## config.mk

```make
export PLATFORM = sky130hd
export DESIGN_NAME = stream_output_layer
export DESIGN_NICKNAME = d
export VERILOG_FILES = /design/src/rtl/stream_output_layer_pkg.sv /design/src/rtl/ol_mac_channel.sv /design/src/rtl/stream_output_layer.sv
export SDC_FILE = /design/constraint.sdc
export NUM_CORES = 1
export LEC_CHECK = 0
export BUFFER_PORTS_ARGS = -buffer_cell sky130_fd_sc_hd__clkbuf_2
export CAP_MARGIN = 20
export CORE_MARGIN = 2
export CORE_UTILIZATION = 47
export CTS_CLUSTER_DIAMETER = 150
export DETAILED_ROUTE_END_ITERATION = 10
export HOLD_SLACK_MARGIN = 0.08
export PLACE_DENSITY = 0.69
export SLEW_MARGIN = 10
export SYNTH_ARGS = -nofsm -noshare
export SYNTH_HDL_FRONTEND = slang
export SYNTH_SLANG_ARGS = --single-unit
```

## constraint.sdc

```tcl
create_clock -name CLK -period 14.1 [get_ports CLK]
set_input_delay 1.41 -clock CLK [delete_from_list [all_inputs] [get_ports CLK]]
set_output_delay 1.41 -clock CLK [all_outputs]
set_load 0.005 [all_outputs]
```

## src/rtl/stream_output_layer_pkg.sv

```systemverilog
// Shared types and sizing helpers for the streaming output layer.
// Optional argmax classifier is enabled by defining OUTPUT_LAYER_ARGMAX_EN.
package stream_output_layer_pkg;

  typedef enum logic [1:0] {
    ST_LOAD   = 2'd0,
    ST_FINISH = 2'd1,
    ST_SCAN   = 2'd2,
    ST_HOLD   = 2'd3
  } state_t;

  // Wide enough that NUM_INPUTS full-scale products can never wrap.
  function automatic int acc_w(input int width, input int n_in);
    return 2 * width + $clog2(n_in + 1);
  endfunction

  function automatic int cfg_aw(input int n_out, input int n_in);
    return (n_out * (n_in + 1) > 1) ? $clog2(n_out * (n_in + 1)) : 1;
  endfunction

  function automatic int cls_w(input int n_out);
    return (n_out > 1) ? $clog2(n_out) : 1;
  endfunction

  function automatic logic signed [63:0] saturate(input logic signed [63:0] v, input int width);
    logic signed [63:0] hi;
    logic signed [63:0] lo;
    hi = (64'sd1 <<< (width - 1)) - 64'sd1;
    lo = -(64'sd1 <<< (width - 1));
    if (v > hi)      return hi;
    else if (v < lo) return lo;
    else             return v;
  endfunction

endpackage

```

## src/rtl/ol_mac_channel.sv

```systemverilog
// One output channel: weight/bias row, full-precision accumulator and the
// bias-add / arithmetic shift / saturate stage feeding its result register.
module ol_mac_channel
  import stream_output_layer_pkg::*;
#(
  parameter int NUM_INPUTS = 4,
  parameter int WIDTH      = 8,
  parameter int FRAC_BITS  = 3,
  localparam int ACC_W = acc_w(WIDTH, NUM_INPUTS),
  localparam int IDX_W = (NUM_INPUTS > 1) ? $clog2(NUM_INPUTS) : 1
) (
  input  logic                    clk_i,
  input  logic                    rst_i,
  input  logic                    w_we_i,
  input  logic [IDX_W-1:0]        w_idx_i,
  input  logic                    b_we_i,
  input  logic [WIDTH-1:0]        wdata_i,
  input  logic                    mac_en_i,
  input  logic [IDX_W-1:0]        sel_i,
  input  logic signed [WIDTH-1:0] act_i,
  input  logic                    clr_i,
  input  logic                    fin_i,
  output logic signed [WIDTH-1:0] value_o,
  output logic                    ovf_o
);

  logic signed [WIDTH-1:0]   w_q [NUM_INPUTS];
  logic signed [WIDTH-1:0]   b_q;
  logic signed [ACC_W-1:0]   acc_q, acc_d;
  logic signed [2*WIDTH-1:0] prod;
  logic signed [ACC_W:0]     sum;
  logic signed [ACC_W:0]     shifted;
  logic signed [63:0]        ext;
  logic signed [63:0]        sat;
  logic                      clamp;

  always_comb begin
    prod  = w_q[sel_i] * act_i;
    acc_d = acc_q;
    if (clr_i)         acc_d = '0;
    else if (mac_en_i) acc_d = acc_q + ACC_W'(prod);
    // Bias is aligned to the product's 2*FRAC_BITS scale before the shift back.
    sum     = (ACC_W+1)'(acc_q) + ((ACC_W+1)'(b_q) <<< FRAC_BITS);
    shifted = sum >>> FRAC_BITS;
    ext     = 64'(shifted);
    sat     = saturate(ext, WIDTH);
    clamp   = (sat != ext);
  end

  always_ff @(posedge clk_i or posedge rst_i) begin
    if (rst_i) begin
      for (int i = 0; i < NUM_INPUTS; i++) w_q[i] <= '0;
      b_q     <= '0;
      acc_q   <= '0;
      value_o <= '0;
      ovf_o   <= 1'b0;
    end else begin
      if (w_we_i) w_q[w_idx_i] <= wdata_i;
      if (b_we_i) b_q <= wdata_i;
      acc_q <= acc_d;
      if (fin_i) begin
        value_o <= sat[WIDTH-1:0];
        ovf_o   <= clamp;
      end
    end
  end

endmodule

```

## src/rtl/stream_output_layer.sv

```systemverilog
// Streaming fully-connected output layer: FSM, input counter, config decode.
// Define OUTPUT_LAYER_ARGMAX_EN to add the SCAN state and CLASS_OUT port.
module stream_output_layer
  import stream_output_layer_pkg::*;
#(
  parameter int NUM_INPUTS  = 4,
  parameter int NUM_OUTPUTS = 2,
  parameter int WIDTH       = 8,
  parameter int FRAC_BITS   = 3,
  localparam int CFG_AW = cfg_aw(NUM_OUTPUTS, NUM_INPUTS),
  localparam int CLS_W  = cls_w(NUM_OUTPUTS)
) (
  input  logic                                CLK,
  input  logic                                RST,
  input  logic                                CFG_WE,
  input  logic [CFG_AW-1:0]                   CFG_ADDR,
  input  logic [WIDTH-1:0]                    CFG_WDATA,
  output logic                                CFG_ERR,
  output logic                                READY,
  input  logic signed [WIDTH-1:0]             VALUE_IN,
  input  logic                                VALID_IN,
  output logic signed [NUM_OUTPUTS*WIDTH-1:0] VALUES_OUT,
  output logic                                VALID_OUT,
  input  logic                                OUT_READY,
  output logic [NUM_OUTPUTS-1:0]              OVERFLOW
`ifdef OUTPUT_LAYER_ARGMAX_EN
  ,
  output logic [CLS_W-1:0]                    CLASS_OUT
`endif
);

  localparam int IDX_W   = (NUM_INPUTS > 1) ? $clog2(NUM_INPUTS) : 1;
  localparam int N_W     = NUM_OUTPUTS * NUM_INPUTS;
  localparam int N_REGS  = NUM_OUTPUTS * (NUM_INPUTS + 1);

  state_t           state_q, state_d;
  logic [IDX_W-1:0] cnt_q, cnt_d;
  logic             err_q;
  logic             accept, cfg_ok, fin, clr;

  assign READY     = (state_q == ST_LOAD);
  assign VALID_OUT = (state_q == ST_HOLD);
  assign CFG_ERR   = err_q;
  assign accept    = READY && VALID_IN;
  // Weights are only writable between inferences, never mid-accumulation.
  assign cfg_ok    = CFG_WE && (state_q == ST_LOAD) && (cnt_q == '0) && (int'(CFG_ADDR) < N_REGS);

  for (genvar o = 0; o < NUM_OUTPUTS; o++) begin : g_ch
    logic             w_we, b_we;
    logic [IDX_W-1:0] w_idx;

    always_comb begin
      w_we  = cfg_ok && (int'(CFG_ADDR) >= o * NUM_INPUTS) && (int'(CFG_ADDR) < (o + 1) * NUM_INPUTS);
      b_we  = cfg_ok && (int'(CFG_ADDR) == N_W + o);
      w_idx = IDX_W'(int'(CFG_ADDR) - o * NUM_INPUTS);
    end

    ol_mac_channel #(
      .NUM_INPUTS (NUM_INPUTS),
      .WIDTH      (WIDTH),
      .FRAC_BITS  (FRAC_BITS)
    ) u_ch (
      .clk_i    (CLK),
      .rst_i    (RST),
      .w_we_i   (w_we),
      .w_idx_i  (w_idx),
      .b_we_i   (b_we),
      .wdata_i  (CFG_WDATA),
      .mac_en_i (accept),
      .sel_i    (cnt_q),
      .act_i    (VALUE_IN),
      .clr_i    (clr),
      .fin_i    (fin),
      .value_o  (VALUES_OUT[o*WIDTH +: WIDTH]),
      .ovf_o    (OVERFLOW[o])
    );
  end

`ifdef OUTPUT_LAYER_ARGMAX_EN
  logic [CLS_W-1:0]        scan_q, cls_q;
  logic signed [WIDTH-1:0] max_q, cur, cur_max;
  logic                    scan_done;

  always_comb begin
    cur       = VALUES_OUT[int'(scan_q)*WIDTH +: WIDTH];
    // First comparison seeds the running max with channel 0.
    cur_max   = (scan_q == CLS_W'(1)) ? VALUES_OUT[WIDTH-1:0] : max_q;
    scan_done = (scan_q == CLS_W'(NUM_OUTPUTS - 1));
  end

  always_ff @(posedge CLK or posedge RST) begin
    if (RST) begin
      scan_q <= CLS_W'(1);
      cls_q  <= '0;
      max_q  <= '0;
    end else if (state_q == ST_SCAN) begin
      if (cur > cur_max) begin
        max_q <= cur;
        cls_q <= scan_q;
      end else begin
        max_q <= cur_max;
        if (scan_q == CLS_W'(1)) cls_q <= '0;
      end
      scan_q <= scan_q + CLS_W'(1);
    end else begin
      scan_q <= CLS_W'(1);
    end
  end

  assign CLASS_OUT = cls_q;
`endif

  always_comb begin
    state_d = state_q;
    cnt_d   = cnt_q;
    fin     = 1'b0;
    clr     = 1'b0;
    case (state_q)
      ST_LOAD: begin
        if (accept) begin
          if (cnt_q == IDX_W'(NUM_INPUTS - 1)) begin
            cnt_d   = '0;
            state_d = ST_FINISH;
          end else begin
            cnt_d = cnt_q + IDX_W'(1);
          end
        end
      end
      ST_FINISH: begin
        fin     = 1'b1;
`ifdef OUTPUT_LAYER_ARGMAX_EN
        state_d = (NUM_OUTPUTS > 1) ? ST_SCAN : ST_HOLD;
`else
        state_d = ST_HOLD;
`endif
      end
`ifdef OUTPUT_LAYER_ARGMAX_EN
      ST_SCAN: if (scan_done) state_d = ST_HOLD;
`endif
      ST_HOLD: begin
        if (OUT_READY) begin
          clr     = 1'b1;
          state_d = ST_LOAD;
        end
      end
      default: state_d = ST_LOAD;
    endcase
  end

  always_ff @(posedge CLK or posedge RST) begin
    if (RST) begin
      state_q <= ST_LOAD;
      cnt_q   <= '0;
      err_q   <= 1'b0;
    end else begin
      state_q <= state_d;
      cnt_q   <= cnt_d;
      err_q   <= CFG_WE && !cfg_ok;
    end
  end

endmodule

```

==> impl_metrics.toml, run 1 <==
[setup_path]
cp_slowest_stage_delay_ps = 880
cp_data_arrival_time_ps = 7350
startpoint = "cnt_q[1]$_DFFE_PP0P_"
cp.required_ps = 14380
slowest_stage = "dfrtp_1"
start_kind = "register"
critical_path_class = "reg2reg"
path_max_fanout = 18
cpMostUsedCell = "fa_1"
r2r_start = "cnt_q[1]$_DFFE_PP0P_"
rr_endpoint = "g_ch[0].u_ch.acc_q[18]$_DFFE_PP0P_"
path_buf_inv = 2
r2r_slack_ps = 7030
rr_worst_depth = 18
cp_cell_sequence = "mux4_2 -> and2_1 -> inv_1 -> fa_1 -> inv_1 -> fa_1 -> fa_1 -> fa_1 -> fa_1 -> ha_1 -> a21oi_1 -> o21bai_1 -> a2111oi_1 -> o31ai_1 -> or4_1 -> a31oi_1 -> xnor2_1 -> o21ai_0"
critPathTopFamily = "adder cells"
cp-end-kind = "register"

[routing]
ant_nets = 0
avgRoutedWirePerCell_um = 16.6
dr.pass1.iters = 5
routed_wl_um = 29700
post_drt_via_cell_ratio = 5.42
vias = 9714
drt_iter0_drc = 541
route.detailed.drc = 0

[clock_tree]
clock-sinks = 141
clk_pin_slew_ps = 60
clk_latency_ps = 430
cts_resized = 0
cts_setup_buffers = 0
cts_hold_buf = 0
cts_root_buf = "clkbuf_16"
h-tree-depth = 4
cts_buffers = 17
ctsLongestPathBuffers = 2
cts_tree = "yes"

[grt]
grt_overflow = 0
track_usage_pct = 20.4
grt_util_met1_pct = 29.3
grt_pass1_wl_um = 51600
use_met3_pct = 2.32
grt_max_degree = 76
first_global_vias = 10400
globalRoute.busiestLayer = "met2"
antenna_found_initial = 0
gr-usage-met2_pct = 33.1

[logic_synthesis]
synth_edf_count = 0
synth-main-ff-cell = "dfrtp_1"
synth_seq_cells = 141
synth_common_cells = "205 x inv_1, 170 x fa_1, 141 x dfrtp_1, 124 x ha_1, 107 x nand2_1"
syn_nets = 1682
synth_area_leader_cell = "dfrtp_1"
synth.most_common_cell = "inv_1"
synth_area_leaders = "dfrtp_1 25%, fa_1 24%, ha_1 11%"
ys_seq_area_share_pct = 24.8
synth_area_per_cell_um2 = 10.4
netlist-cell-type-count = 73
netlist_area_um2 = 14200
synth_top_area_share_pct = 24.8
async_flop_share_pct = 100
syn_inst = 1363
synth_warnings = 0

[timing]
rsz0062_at_grt = "false"
fin_crit_ps = 7070
slew_violations = 0
fmax_mhz = 141
setup_tns_ps = 0
report.final.setup_viol = 0
worst_slew_pin_slew_ps = 855
period_share_pct = 50.1
final.setup_skew_ps = 14.2
maxSlewHeadroom_pct = 42.8
final_hold_viol_count = 0

[final_layout]
area_growth_pct = 8.56
drive_gt1_share_pct = 14.0
diodes = 0
nNetsFinal = 1709
fillers = 2540

[placement]
place.gp.congestion = 0.814
numPortBuffers = 45
hpwl_um = 23500

[die]
rows = 63
core_um2 = 29700
die_w_um = 178
initial_core_util_pct = 47.9
die_area_um2 = 31700
die-height_um = 178
io_pins = 46

[run_status]
run_status = "finished, final reports clean"

[run]
max_cap_violations = 0

[worst_hold_path]
hold_depth = 1
hold_path.class = "reg2reg"
holdPathEnd = "g_ch[0].u_ch.ovf_o$_DFFE_PP0P_"
hp-start = "g_ch[0].u_ch.ovf_o$_DFFE_PP0P_"
## kinds of logic (layout without fill, tap and decap cells)
kind of cell             count (synthesis)  count (layout)  share of synthesized area, %
buffers and inverters                  248             288                          6.66
AO/OA/AOI/OAI                          185             185                          9.05
flip-flops                             141             141                          24.8
AND/OR/NAND/NOR                        335             335                          11.9
XOR/XNOR                                63              63                          3.88
multiplexers                            97              97                          8.93
adder cells (fa/ha/maj)                294             294                          34.8
## worst reg2reg max path: stages, from the launching register on
cell and delay, ps:
dfrtp_1 880, mux4_2 520, and2_1 560, inv_1 140, fa_1 530, inv_1 60, fa_1 510, fa_1 450
fa_1 590, fa_1 420, ha_1 350, a21oi_1 230, o21bai_1 120, a2111oi_1 530, o31ai_1 190, or4_1 420
a31oi_1 210, xnor2_1 130, o21ai_0 90
## worst max path at each step
stage,to,slack [ps],depth (start not counted)
2_1_floorplan,g_ch[0].u_ch.acc_q[18]$_DFFE_PP0P_,7390,21
3_3_place_gp,g_ch[0].u_ch.acc_q[18]$_DFFE_PP0P_,6730,18
3_5_place_dp,g_ch[0].u_ch.acc_q[18]$_DFFE_PP0P_,6680,18
4_1_cts,g_ch[0].u_ch.acc_q[18]$_DFFE_PP0P_,7010,18
5_1_grt,g_ch[0].u_ch.acc_q[18]$_DFFE_PP0P_,6560,18
6_report,g_ch[0].u_ch.acc_q[18]$_DFFE_PP0P_,7030,18
## metal layers
layer | vias up | routed length (um) | part of all wire, %
met2 | 147 | 14000 | 47
met5 | - | 0 | 0
li1 | 4568 | - | -
met3 | 22 | 833 | 2.8
met4 | 0 | 416 | 1.4
met1 | 4977 | 14400 | 48
## placed cells by master, fill, tap and decap left out, drive strengths merged, types with 14 or more instances in the layout
cell type  count
a21o          14
a21oi         35
and2          68
clkbuf        63
dfrtp        141
fa           170
ha           124
inv          210
mux2          80
mux4          16
nand2        107
nand3         19
nor2          62
nor3          23
o21ai         44
xnor2         41
xor2          22
## flip-flops by register name, indices dropped and copies added (netlist names)
name / cells
state_q: 2
CFG_ERR: 1
g_ch.u_ch.acc_q: 38
g_ch.u_ch.b_q: 16
g_ch.u_ch.ovf_o: 2
cnt_q: 2
g_ch.u_ch.value_o: 16
g_ch.u_ch.w_q: 64
## metrics by stage
step / hold slack, ps / setup WS, ps / cell area [um2] / instances / util (%)
floorplan: 460 / 7390 / 14200 / 1363 / -
global placement: 473 / 6730 / 14800 / 1760 / 49.8
detailed placement: 478 / 6680 / 14800 / 1760 / 49.8
CTS: 492 / 7010 / 15400 / 1792 / 51.9
global route: 510 / 6560 / 15400 / 1793 / 52.0
finish: 490 / 7030 / 15400 / 1793 / 52.0
## area by class of cell
class	count	area [um2]	share of cell area, %
Multi-Input combinational cell	974	9760	63.2
Sequential cell	141	3530	22.8
Inverter	205	774	5.01
Tap cell	390	488	3.16
Clock buffer	18	439	2.84
Timing Repair Buffer	51	278	1.80
Clock inverter	14	183	1.18
Power of run 1 is not shown: default switching activity piles up to over one toggle a cycle in this logic, so the estimate is an artifact.
==> run 2, diff against run 1 <==
ABC_AREA = 1   (was unset)
clock period = 6.8 ns   (was 14.1 ns; I/O delays follow)
==> impl_metrics.toml, run 2 <==
[grt]
track_usage_pct = 23.6
grt_max_degree = 76
grt_pass1_wl_um = 62200
antenna_found_initial = 1
first_global_vias = 12700
grt_overflow = 0

[clock_tree]
cts_tree = "yes"
cts_resized = 0
cts_hold_buf = 0
clock-sinks = 141
ctsLongestPathBuffers = 2
cts_buffers = 17
cts_root_buf = "clkbuf_16"
clk_pin_slew_ps = 60
clk_latency_ps = 440
cts_setup_buffers = 0
h-tree-depth = 4

[die]
die-height_um = 182
die_w_um = 182
rows = 65
die_area_um2 = 33000
initial_core_util_pct = 47.4
core_um2 = 31300
io_pins = 46

[setup_path]
cp.required_ps = 7080
path_max_fanout = 19
critical_path_class = "reg2reg"
start_kind = "register"
r2r_slack_ps = 1050
cp_data_arrival_time_ps = 6030
cp-end-kind = "register"

[final_layout]
largest_reg_flops = 64
final_cell_mix = "482 x nand2_1, 347 x inv_1, 174 x nor2_1, 170 x fa_1, 141 x dfrtp_1"
fin_util_pct = 51.3
seq_area_um2 = 3530
final_common_cell = "nand2_1"
top_register = "g_ch.u_ch.w_q"
top_regs = "g_ch.u_ch.w_q (64), g_ch.u_ch.acc_q (38)"
design_area_um2 = 16100
nNetsFinal = 2265
drive_gt1_share_pct = 6.02
fin_cells = 2362
fillers = 2979
multi_input_area_um2 = 9810
area_growth_pct = 8.28

[logic_synthesis]
synth.most_common_cell = "nand2_1"
synth_common_cells = "482 x nand2_1, 348 x inv_1, 175 x nor2_1, 170 x fa_1, 141 x dfrtp_1"
synth_edf_count = 0
synth_top_area_share_pct = 23.8
synth_area_leaders = "dfrtp_1 24%, fa_1 23%, nand2_1 12%"
netlist-cell-type-count = 40
synth_area_leader_cell = "dfrtp_1"
synth-main-ff-cell = "dfrtp_1"
netlist_area_um2 = 14800
synth_warnings = 0
syn_inst = 1912
syn_nets = 2231
synth_seq_cells = 141
ys_seq_area_share_pct = 23.8
async_flop_share_pct = 100
synth_area_per_cell_um2 = 7.76

[run]
max_cap_violations = 0

[timing]
maxSlewHeadroom_pct = 36.6
worst_slew_pin_slew_ps = 948
report.final.setup_viol = 0
rsz0062_at_grt = "false"
slew_violations = 0
fmax_mhz = 174
setup_tns_ps = 0
final_hold_viol_count = 0
final.setup_skew_ps = 12.5
period_share_pct = 84.6
fin_crit_ps = 5750

[routing]
drt_iter0_drc = 650
route.detailed.drc = 0
post_drt_via_cell_ratio = 5.14
routed_wl_um = 36100
vias = 12100
ant_nets = 0
avgRoutedWirePerCell_um = 15.3
dr.pass1.iters = 5

[run_status]
run_status = "finished, final reports clean"

[placement]
placed_area_um2 = 15500
numPortBuffers = 45
hpwl_um = 28700
dp.cells = 2328
place.gp.congestion = 0.902

[worst_hold_path]
hold_path.class = "in2async"
## run 2: changes by cell type after synthesis, moves of 63 or more
cell,change
and2_1,-63
inv_1,+143
nand3_1,+83
mux2_2,-80
o21ai_0,+95
nor2_1,+113
nand2_1,+375
## run 2: final timing paths
kind                                                  startpoint                            endpoint  cells past startpoint
worst max-delay path                        cnt_q[1]$_DFFE_PP0P_  g_ch[1].u_ch.acc_q[18]$_DFFE_PP0P_                     19
worst min-delay path                                         RST     g_ch[1].u_ch.w_q[9]$_DFFE_PP0P_                      2
worst max register to register              cnt_q[1]$_DFFE_PP0P_  g_ch[1].u_ch.acc_q[18]$_DFFE_PP0P_                     19
worst min register to register  g_ch[0].u_ch.w_q[28]$_DFFE_PP0P_    g_ch[0].u_ch.w_q[28]$_DFFE_PP0P_                      2
max in group asynchronous                                    RST    g_ch[0].u_ch.w_q[16]$_DFFE_PP0P_                      3
min in group CLK                                          CFG_WE                   CFG_ERR$_DFF_PP0_                      3
## run 2: cell type report
type | instances | area share (%)
Sequential cell | 141 | 22.0
Tap cell | 402 | 3.13
Clock inverter | 10 | 0.732
Clock buffer | 22 | 2.76
Timing Repair Buffer | 57 | 1.99
Antenna cell | 1 | 0.0156
Inverter | 357 | 8.37
Multi-Input combinational cell | 1372 | 61.0
## run 2: metrics by stage
stage / worst slack (ps) / hold WS, ps
2_1_floorplan: 843 / 450
3_3_place_gp: 1200 / 467
3_5_place_dp: 1100 / 474
4_1_cts: 1100 / 397
5_1_grt: 546 / 429
6_report: 1050 / 370
## run 2: metal layers
metal  vias to the layer above  global-route usage (%)  wire length [um]
met4                         0                    10.2              1430
met5                         -                       0                 0
met1                      5807                    29.7             15700
met3                        83                    3.01              1270
met2                       269                    41.1             17700
li1                       5984                       -                 -
## run 2: worst max-delay path, cell delays in order, from the launching register on
cell and delay [ps]:
dfrtp_1 350, clkinv_1 440, a32o_1 540, nor2_1 200, inv_1 80, fa_1 490
inv_1 60, fa_1 480, fa_1 570, fa_1 430, fa_1 440, ha_1 350
a21oi_1 200, o21ai_0 160, nand2_1 90, nand3_1 140, a211oi_1 300, a21oi_1 110
o21ai_0 70, o21ai_0 90
## run 2: logic make-up after synthesis
group | Yosys count | synth area share (%)
simple gates | 816 | 22.6
buf+inv | 399 | 10.2
fa+ha+maj | 294 | 33.4
compound gates | 233 | 8.35
flops | 141 | 23.8
xor+xnor | 29 | 1.71
Power of run 2 is left out for the same reason.
